[config.mk]
export PLATFORM = sky130hd
export DESIGN_NAME = cpu_system_flat
export DESIGN_NICKNAME = d
export VERILOG_FILES = /design/src/rtl/cpu_system_if.sv /design/src/rtl/cpu_system.sv /design/src/flat_wrapper.sv
export SDC_FILE = /design/constraint.sdc
export NUM_CORES = 2
export LEC_CHECK = 0
export ABC_AREA = 1
export CORE_MARGIN = 3
export CORE_UTILIZATION = 40
export DETAILED_ROUTE_END_ITERATION = 7
export GPL_TIMING_DRIVEN = 0
export HOLD_SLACK_MARGIN = 0.05
export PLACE_DENSITY = 0.56
export SLEW_MARGIN = 5
export SYNTH_ARGS = -nofsm -noshare
export SYNTH_HDL_FRONTEND = slang
export SYNTH_SLANG_ARGS = --single-unit
[constraint.sdc]
create_clock -name clk -period 5.2 [get_ports clk]
set_clock_uncertainty 0.1 [all_clocks]
set_input_delay 1.04 -clock clk [delete_from_list [all_inputs] [get_ports clk]]
set_output_delay 1.04 -clock clk [all_outputs]
set_load 0.02 [all_outputs]
[src/rtl/cpu_system_if.sv]
// cpu_system_if: bundles the CPU's instruction-fetch and data-memory observation signals.
//   pc          - byte address of the current instruction (driven by CPU)
//   instruction - instruction word at pc (driven by external instruction memory)
//   read/write  - decoded load/store request of the current instruction
//   address     - data-memory byte address
//   writedata   - store data
//   readdata    - last loaded byte (held between loads)
//   busywait    - data-memory stall; pc and register file frozen while high
interface cpu_system_if;
  logic [31:0] pc;
  logic [31:0] instruction;
  logic        read;
  logic        write;
  logic [7:0]  address;
  logic [7:0]  writedata;
  logic [7:0]  readdata;
  logic        busywait;

  modport master (
    output pc, read, write, address, writedata, readdata, busywait,
    input  instruction
  );

  modport slave (
    input  pc, read, write, address, writedata, readdata, busywait,
    output instruction
  );
endinterface

[src/rtl/cpu_system.sv]
// cpu_system: single-cycle 8-bit CPU with an internal multi-cycle data memory.
//   clk   - single clock, rising edge
//   rst_n - asynchronous active-low reset
//   bus   - cpu_system_if master: pc out, instruction in, memory observation outputs
// Instruction fields: opcode [31:24], dest [23:16], src1 [15:8], src2/imm [7:0];
// register indices use the low 3 bits of each field.
module cpu_system #(
  parameter int unsigned MEM_CYCLES = 5,
  parameter int unsigned MEM_DEPTH  = 256
) (
  input  logic         clk,
  input  logic         rst_n,
  cpu_system_if.master bus
);

  localparam int unsigned AddrW = $clog2(MEM_DEPTH);

  localparam logic [7:0] OpLoadi = 8'h00;
  localparam logic [7:0] OpMov   = 8'h01;
  localparam logic [7:0] OpAdd   = 8'h02;
  localparam logic [7:0] OpSub   = 8'h03;
  localparam logic [7:0] OpAnd   = 8'h04;
  localparam logic [7:0] OpOr    = 8'h05;
  localparam logic [7:0] OpJ     = 8'h06;
  localparam logic [7:0] OpBeq   = 8'h07;
  localparam logic [7:0] OpLwd   = 8'h08;
  localparam logic [7:0] OpLwi   = 8'h09;
  localparam logic [7:0] OpSwd   = 8'h0A;
  localparam logic [7:0] OpSwi   = 8'h0B;

  typedef enum logic [1:0] {StIdle, StBusy, StDone} mem_state_e;

  // Instruction fields
  logic [7:0] opcode;
  logic [7:0] dest;
  logic [7:0] imm;
  logic [2:0] rd_idx;
  logic [2:0] rs1_idx;
  logic [2:0] rs2_idx;

  assign opcode  = bus.instruction[31:24];
  assign dest    = bus.instruction[23:16];
  assign imm     = bus.instruction[7:0];
  assign rd_idx  = bus.instruction[18:16];
  assign rs1_idx = bus.instruction[10:8];
  assign rs2_idx = bus.instruction[2:0];

  // State
  logic [31:0]      pc_q;
  logic [7:0]       rf_q [8];
  logic [7:0]       mem_q [MEM_DEPTH];
  mem_state_e       state_q;
  logic [3:0]       cnt_q;
  logic [7:0]       readdata_q;

  // Decode / datapath
  logic [7:0]  rs1_val;
  logic [7:0]  rs2_val;
  logic [7:0]  diff;
  logic        rf_we;
  logic [7:0]  rf_wdata;
  logic        is_read;
  logic        is_write;
  logic        use_imm_addr;
  logic        branch_taken;
  logic [31:0] pc_plus4;
  logic [31:0] br_off;
  logic [31:0] pc_next;
  logic        busywait;
  logic [AddrW-1:0] mem_idx;

  assign rs1_val = rf_q[rs1_idx];
  assign rs2_val = rf_q[rs2_idx];
  assign diff    = rs1_val - rs2_val;

  always_comb begin
    rf_we        = 1'b0;
    rf_wdata     = '0;
    is_read      = 1'b0;
    is_write     = 1'b0;
    use_imm_addr = 1'b0;
    branch_taken = 1'b0;
    case (opcode)
      OpLoadi: begin rf_we = 1'b1; rf_wdata = imm;               end
      OpMov:   begin rf_we = 1'b1; rf_wdata = rs2_val;           end
      OpAdd:   begin rf_we = 1'b1; rf_wdata = rs1_val + rs2_val; end
      OpSub:   begin rf_we = 1'b1; rf_wdata = diff;              end
      OpAnd:   begin rf_we = 1'b1; rf_wdata = rs1_val & rs2_val; end
      OpOr:    begin rf_we = 1'b1; rf_wdata = rs1_val | rs2_val; end
      OpJ:     branch_taken = 1'b1;
      OpBeq:   branch_taken = (diff == 8'd0);
      // Loads write back the byte latched by the memory at the end of its busy phase.
      OpLwd:   begin is_read = 1'b1; rf_we = 1'b1; rf_wdata = readdata_q; end
      OpLwi:   begin
        is_read = 1'b1; use_imm_addr = 1'b1; rf_we = 1'b1; rf_wdata = readdata_q;
      end
      OpSwd:   is_write = 1'b1;
      OpSwi:   begin is_write = 1'b1; use_imm_addr = 1'b1; end
      default: ;  // undefined opcodes: NOP
    endcase
  end

  assign pc_plus4 = pc_q + 32'd4;
  assign br_off   = {{22{dest[7]}}, dest, 2'b00};
  assign pc_next  = branch_taken ? pc_plus4 + br_off : pc_plus4;

  // Stall every cycle of a memory instruction except the final DONE cycle.
  assign busywait = (is_read | is_write) && (state_q != StDone);

  assign bus.pc        = pc_q;
  assign bus.read      = is_read;
  assign bus.write     = is_write;
  assign bus.address   = use_imm_addr ? imm : rs2_val;
  assign bus.writedata = rs1_val;
  assign bus.readdata  = readdata_q;
  assign bus.busywait  = busywait;

  assign mem_idx = bus.address[AddrW-1:0];

  // CPU state: pc and register file advance only when not stalled.
  always_ff @(posedge clk or negedge rst_n) begin
    if (!rst_n) begin
      pc_q <= '0;
      for (int i = 0; i < 8; i++) rf_q[i] <= '0;
    end else if (!busywait) begin
      pc_q <= pc_next;
      if (rf_we) rf_q[rd_idx] <= rf_wdata;
    end
  end

  // Data memory FSM. The IDLE cycle counts as the first busy cycle, so the
  // access completes on the edge that brings the counter to MEM_CYCLES, giving
  // MEM_CYCLES stalled cycles followed by one DONE cycle.
  always_ff @(posedge clk or negedge rst_n) begin
    if (!rst_n) begin
      state_q    <= StIdle;
      cnt_q      <= '0;
      readdata_q <= '0;
      for (int unsigned i = 0; i < MEM_DEPTH; i++) mem_q[i] <= '0;
    end else begin
      case (state_q)
        StIdle: begin
          if (is_read | is_write) begin
            state_q <= StBusy;
            cnt_q   <= 4'd1;
          end
        end
        StBusy: begin
          cnt_q <= cnt_q + 4'd1;
          if (cnt_q == 4'(MEM_CYCLES - 1)) begin
            if (is_write) begin
              mem_q[mem_idx] <= bus.writedata;
            end else if (is_read) begin
              readdata_q <= mem_q[mem_idx];
            end
            state_q <= StDone;
          end
        end
        StDone: begin
          state_q <= StIdle;
          cnt_q   <= '0;
        end
        default: begin
          state_q <= StIdle;
          cnt_q   <= '0;
        end
      endcase
    end
  end

endmodule

[src/flat_wrapper.sv]
// flat-port wrapper written by rule: the top's interface ports become plain ports
module cpu_system_flat 
#(
  parameter int unsigned MEM_CYCLES = 5,
  parameter int unsigned MEM_DEPTH  = 256
)
  (clk, rst_n, bus_pc, bus_read, bus_write, bus_address, bus_writedata, bus_readdata, bus_busywait, bus_instruction);
  cpu_system_if bus_i ();
  input  logic clk;
  input  logic rst_n;
  output wire logic [$bits(bus_i.pc)-1:0] bus_pc;
  output wire logic [$bits(bus_i.read)-1:0] bus_read;
  output wire logic [$bits(bus_i.write)-1:0] bus_write;
  output wire logic [$bits(bus_i.address)-1:0] bus_address;
  output wire logic [$bits(bus_i.writedata)-1:0] bus_writedata;
  output wire logic [$bits(bus_i.readdata)-1:0] bus_readdata;
  output wire logic [$bits(bus_i.busywait)-1:0] bus_busywait;
  input wire logic [$bits(bus_i.instruction)-1:0] bus_instruction;
  assign bus_pc = bus_i.pc;
  assign bus_read = bus_i.read;
  assign bus_write = bus_i.write;
  assign bus_address = bus_i.address;
  assign bus_writedata = bus_i.writedata;
  assign bus_readdata = bus_i.readdata;
  assign bus_busywait = bus_i.busywait;
  assign bus_i.instruction = bus_instruction;
  cpu_system #(.MEM_CYCLES(MEM_CYCLES), .MEM_DEPTH(MEM_DEPTH)) u_core (.clk(clk), .rst_n(rst_n), .bus(bus_i));
endmodule
* After elaboration in Yosys (flattened, before gate mapping)
Cells that the tools add are included.
** Storage, ports and cells
- Memory bits (read-only) :: 0
- Memories kept :: 0
- Output and inout bits :: 59
- Latch bits :: 0
- Bits in registers :: 2158
- Input bits :: 34
- RAM bits :: 0
- Logic and storage cells :: 346
** Cells by class
- $mul :: 0
- Div/mod/pow operators :: 0
- Reduce and logical (&&, ||, !) cells :: 14
- Eq/ne operators :: 16
- Add/sub/neg operators :: 5
- Bitwise logic cells :: 9
- Muxes and demuxes :: 28
- Order comparisons :: 6
- Shifts and indexed selects :: 0
** Operators by type and width (count)
- 2048-bit bitwise mux :: 1
- 8-bit two-way mux :: 9
- 8-bit binary-select mux with 8-bit select :: 1
- 64-bit bitwise mux :: 1
- 8-bit demux with 8-bit select :: 1
- 8-bit one-hot mux with 7 select lines :: 1
- 8-bit binary-select mux with 3-bit select :: 2
- 32-bit by 3-bit adder with 32-bit output, second input constant :: 1
- 32-bit adder :: 1
- 8-bit by 3-bit equality test with 1-bit output, second input constant :: 4
- 8-bit by 4-bit equality test with 1-bit output, second input constant :: 4
- 32-bit two-way mux :: 1
- 8-bit demux with 3-bit select :: 1
- 8-bit by 2-bit equality test with 1-bit output, second input constant :: 2
- 8-bit zero test :: 2
- 4-bit greater-or-equal comparator, second input constant :: 3
- 3-bit inverter with 4-bit output :: 3
- 9-bit greater-or-equal comparator, second input constant :: 1
- 9-bit by 1-bit < comparator with 1-bit output, second input constant :: 1
- 8-bit inverter with 9-bit output :: 1
- 8-bit adder :: 1
- 8-bit bitwise AND :: 1
- 8-bit by 1-bit equality test with 1-bit output, second input constant :: 1
- 8-bit OR :: 1
- 22 further kinds :: 33

* Depth between registers and ports, before layout
- Depth after elaboration :: 11
- Gate-level depth with buffers :: 29
- Gate-level depth less buffers :: 25

* Worst setup path after synthesis
OpenSTA, ideal clock, no wires.
- Path type :: input port to flip-flop
- From :: input port bus_instruction[8]
- To :: register u_core.pc_q[13] (netlist: u_core.bus.pc[13])
- Arrival :: 5.263 ns
- Stages on the path :: 27
- Buffers on the path :: 5
- Path slack :: -0.296 ns
- Data required time :: 4.967 ns
- Library setup time :: 0.133 ns
- Cells stage by stage :: inv_2 > clkbuf_1 > o21ai_0 > nand2_1 > inv_1 > o21ai_0 > inv_1 > clkbuf_1 > clkbuf_1 > ha_1 > nor2_1 > nand2_1 > nand2_1 > a21oi_1 > o21bai_1 > nand2_1 > inv_1 > nor2_1 > o21bai_1 > xor2_1 > nand3_1 > nand2_1 > clkbuf_1 > clkbuf_1 > nand2_1 > o211ai_1 > o21ai_0
** On the way
- Word-level cells in the longest chain between the ends :: 8
** Ends and longest elaborated chain
- from (decl) :: line flat_wrapper.sv:18 : input wire logic [$bits(bus_i.instruction)-1:0] bus_instruction;
- 3-bit inverter with 4-bit output (not written as such) :: line cpu_system.sv:72 : assign rs1_val = rf_q[rs1_idx];
- 8-bit binary-select mux with 3-bit select :: line cpu_system.sv:72
- 8-bit two-way mux (not written as such) (2 in series) :: line cpu_system.sv:72
- named net bus_writedata[1] :: line flat_wrapper.sv:15 : output wire logic [$bits(bus_i.writedata)-1:0] bus_writedata;
- 8-bit subtractor :: line cpu_system.sv:74 : assign diff = rs1_val - rs2_val;
- 8-bit zero test :: line cpu_system.sv:91 : OpBeq: branch_taken = (diff == 8'd0);
- 1-bit one-hot mux with 2 select lines :: line cpu_system.sv:83 : case (opcode)
- 32-bit two-way mux :: line cpu_system.sv:105 : assign pc_next = branch_taken ? pc_plus4 + br_off : pc_plus4;
- to (signal assigned) :: line cpu_system.sv:126 : pc_q <= pc_next;
- to (decl) :: line cpu_system.sv:49 : logic [31:0] pc_q;
The timed path passes the listed nets, and every way through them passes these cells. The select of a mux whose other input is x is not followed.
A chain may end at the register's enable or synchronous reset.

* Final worst setup path
- From :: input port bus_instruction[31]
- To :: register u_core.readdata_q[3] (netlist: u_core.bus.readdata[3])
** On the way
- Word-level cells in the longest chain between the ends :: 8
- Elaborated cells on any way between the ends :: 17
- Classes of those cells :: eq/ne: 4; mux: 7; bitwise: 2; reduce/logical: 4
** Ends and longest elaborated chain
- 8-bit by 4-bit equality test with 1-bit output :: line cpu_system.sv:83
- 2-bit OR reduction (no source line)
- 1-bit two-way mux :: line cpu_system.sv:83
- 8-bit two-way mux :: line cpu_system.sv:113 : assign bus.address = use_imm_addr ? imm : rs2_val;
- 8-bit inverter with 9-bit output (not written as such) :: line cpu_system.sv:154 : readdata_q <= mem_q[mem_idx];
- 8-bit binary-select mux with 8-bit select :: line cpu_system.sv:154
- 8-bit two-way mux (not written as such) (2 in series) :: line cpu_system.sv:154
- to (signal assigned) :: line cpu_system.sv:154
- to (decl) :: line cpu_system.sv:54 : logic [7:0] readdata_q;
Several ways; a longest one is shown, not always the timed one. The select of a mux whose other input is x is not followed.

==> reports/results.ini <==
[clock_tree]
htree_levels=4
clk_pin_slew_ns=0.07
clk_latency_ns=0.96
root_buffer=clkbuf_16
cts.path.max_buffers=4
cts_tree=yes
cts_sinks=2156
cts_made_buffers=246

[floorplan]
rows=187
design.die.area_sq_um=268800
initial_utilization_pct=40.34
io_pins=93
die_h_um=518.5
fp.dieW_um=518.5
core_sq_um=260400

[global_routing]
grt_pass1_vias=96460
antenna_found_initial=59
grt_overflow=0
grt_pass1_wl_um=785100
groute.usage.overall_pct=41.76
grt_max_degree=165

[sta]
setup_violations=32
max_slew.worst_pin.slew_ns=1.642
holdWs_ns=0.3820
period_needed_ns=5.400
period_share_pct=103.9
fmax_mhz=185.2
setup_slack_ns=-0.2004
final-max-slew-violation-count=143
finalHoldViolCount=0
setup-tns-final_ns=-1.737
slew-limit-headroom_pct=-9.477

[power_and_ir_drop]
p_per_area_nw_per_um2=348.0
net-switching-power_uw=13210
p_leak_uw=0.05881
switching_share_pct=31.63
p_clk_share_pct=44.2
total_power_uw=41770
power_frac_comb_pct=15.1
p_int_uw=28560
ir_drop_mv=0.3314
seqPwrFrac_pct=40.7

[synth]
synth_top_area_share_pct=51.36
ys_warn_count=0
synthTopCellsByArea=dfrtp_1 (51%), nand2_1 (27%), o21ai_0 (6.9%)
async_flop_share_pct=100.0
synth_top_area_cell=dfrtp_1
synth_cell_types=48
synth_top_flop_cell=dfrtp_1
synth_edf_count=0
seq_area_frac_synth_pct=51.36
synthesis.area_sq_um=105000
synth_cells=14310
synth_seq_cells=2156
syn-mean-instance-area_sq_um=7.344

[critical_path]
critPathCaptureType=flip-flop
cp_slowest_cell=clkbuf_1
worstPathRequired_ns=5.99
slowest_delay_ns=0.78
cp_num_buf_inv=6
startpoint_type=input port
worst_path_most_repeated_cell=nand2_1
cp_data_arrival_time_ns=6.19
critical_path.max_fanout=10
worstSetupPathType=input port to flip-flop
cp_top_family=simple AND/OR/NAND/NOR gates

[outcome]
violations=max-capacitance violations, max-slew violations, negative setup slack
status=complete, but fails checks

[detailed_routing]
drt_iter0_drc=16640
wl_per_cell_um=31.34
vias=106900
routed_wl_um=577500
drc=0
ant_nets=0
via_per_inst=5.799
drt_pass1_iterations=8

[flow_run]
maxCapViolations=15

[final_layout]
fin_nets=14770
multi_input_area_sq_um=46290
syn2layout_area_growth_pct=14.28
layout_commonest_cell=nand2_1
final_cell_mix=nand2_1 (7,505), dfrtp_1 (2,156), o21ai_0 (1,425)
seqCellArea_sq_um=53950
fill_cells=27180
drive_above_1_share_pct=7.222
final_cells=18430

[placed_design]
placedCellCount=17920
place_worst_setup_slack_ns=-2.946
gp_congestion=1.090
port_buffers=81
hpwl_um=413300

[hold_path]
hp-class=flip-flop to flip-flop

## routing by layer
metal  part of all wire, %  GRT usage [%]  vias to the layer above
li1                      -              -                    46140
met1                    38          52.93                    51430
met2                    39          55.96                     7310
met3                    14          17.06                     1958
met4                   9.7          32.42                       24
met5                 0.067         0.3201                        -
## flip-flops by register name, summed over array words and instances, names as in the netlist
register / flops
u_core.mem_q: 2048
u_core.state_q: 2
u_core.rf_q: 64
u_core.bus.pc: 30
u_core.cnt_q: 4
u_core.bus.readdata: 8
## kinds of logic after synthesis
logic type,after synthesis,share of synthesized area (%)
adders and majority gates,65,0.7956
other,1,0.003570
xor gates and xnor gates,59,0.4919
buffers and inverters,1189,4.702
DFF,2156,51.36
and+or+nand+nor,8381,30.78
AOI/OAI and AO/OA,2454,11.87
## synth_stat cells, types with 6 or more instances
cell type,count
a21oi_1,110
a31oi_1,10
buf_1,75
buf_2,276
buf_4,31
clkbuf_1,591
dfrtp_1,2156
ha_1,62
inv_1,180
inv_2,30
nand2_1,7505
nand2_2,32
nand3_1,311
nand4_1,20
nor2_1,444
nor2_4,15
nor3_1,19
nor3_2,11
nor3_4,7
nor4_1,6
o211ai_1,13
o21ai_0,1439
o21ai_1,833
o21ai_2,6
o21bai_1,6
o22ai_1,6
xnor2_1,22
xor2_1,37
## worst paths after layout
check,startpoint,endpoint,slack (ns),cells past startpoint
setup / recovery,bus_instruction[31],u_core.bus.readdata[3],-0.20,25
hold / removal,u_core.mem_q[508],u_core.mem_q[508],0.38,2
setup reg to reg,u_core.rf_q[52],u_core.bus.readdata[2],0.02,18
hold reg to reg,u_core.mem_q[508],u_core.mem_q[508],0.38,2
max in group asynchronous,rst_n,u_core.mem_q[775],0.91,7
min in group asynchronous,rst_n,u_core.mem_q[238],0.54,2
## what timing repair did
action                     4_1_cts  5_1_grt
pin swaps                        1        2
hold endpoints to repair        80        0
resized for setup               56      112
hold buffers                     1        0
setup endpoints to repair      328      222
setup buffers                   14        1
## power by group through the flow
| stage | combinational (uW) | clock, uW | sequential [uW] |
|---|---|---|---|
| 3_5_place_dp | 5830 | 0 | 17300 |
| 3_3_place_gp | 5580 | 0 | 17400 |
| 5_1_grt | 6220 | 19000 | 17000 |
| 2_1_floorplan | 2150 | 0 | 17400 |
| 6_report | 6290 | 18500 | 17000 |
| 4_1_cts | 5870 | 18400 | 17000 |
## per-stage QoR
| stage | instance area [sq um] | util, % |
|---|---|---|
| after floorplan | 105100 | - |
| after global placement | 110200 | 42.33 |
| after detailed placement | 111200 | 42.69 |
| after CTS | 119800 | 45.99 |
| after global routing | 119900 | 46.05 |
| final | 120000 | 46.10 |
## worst register-to-register path, delay by kind of cell, from the launching register on
kind | cells | cell delay [ns]
AO/OA/AOI/OAI | 4 | 0.46
AND/OR/NAND/NOR | 10 | 3.01
buffers and inverters | 4 | 1.19
flip-flops | 1 | 0.34
## area by class of cell
type / instances / area share [%]
plain buffers: 962 / 3.647
clock inverters: 87 / 0.8119
clock buffers: 360 / 6.170
well taps: 3496 / 3.644
diodes: 58 / 0.1209
flip-flops and latches: 2156 / 44.94
repair buffers: 131 / 1.415
multi-input cells: 10960 / 38.56
inverters: 214 / 0.6910
(Power assumes the default switching activity.)
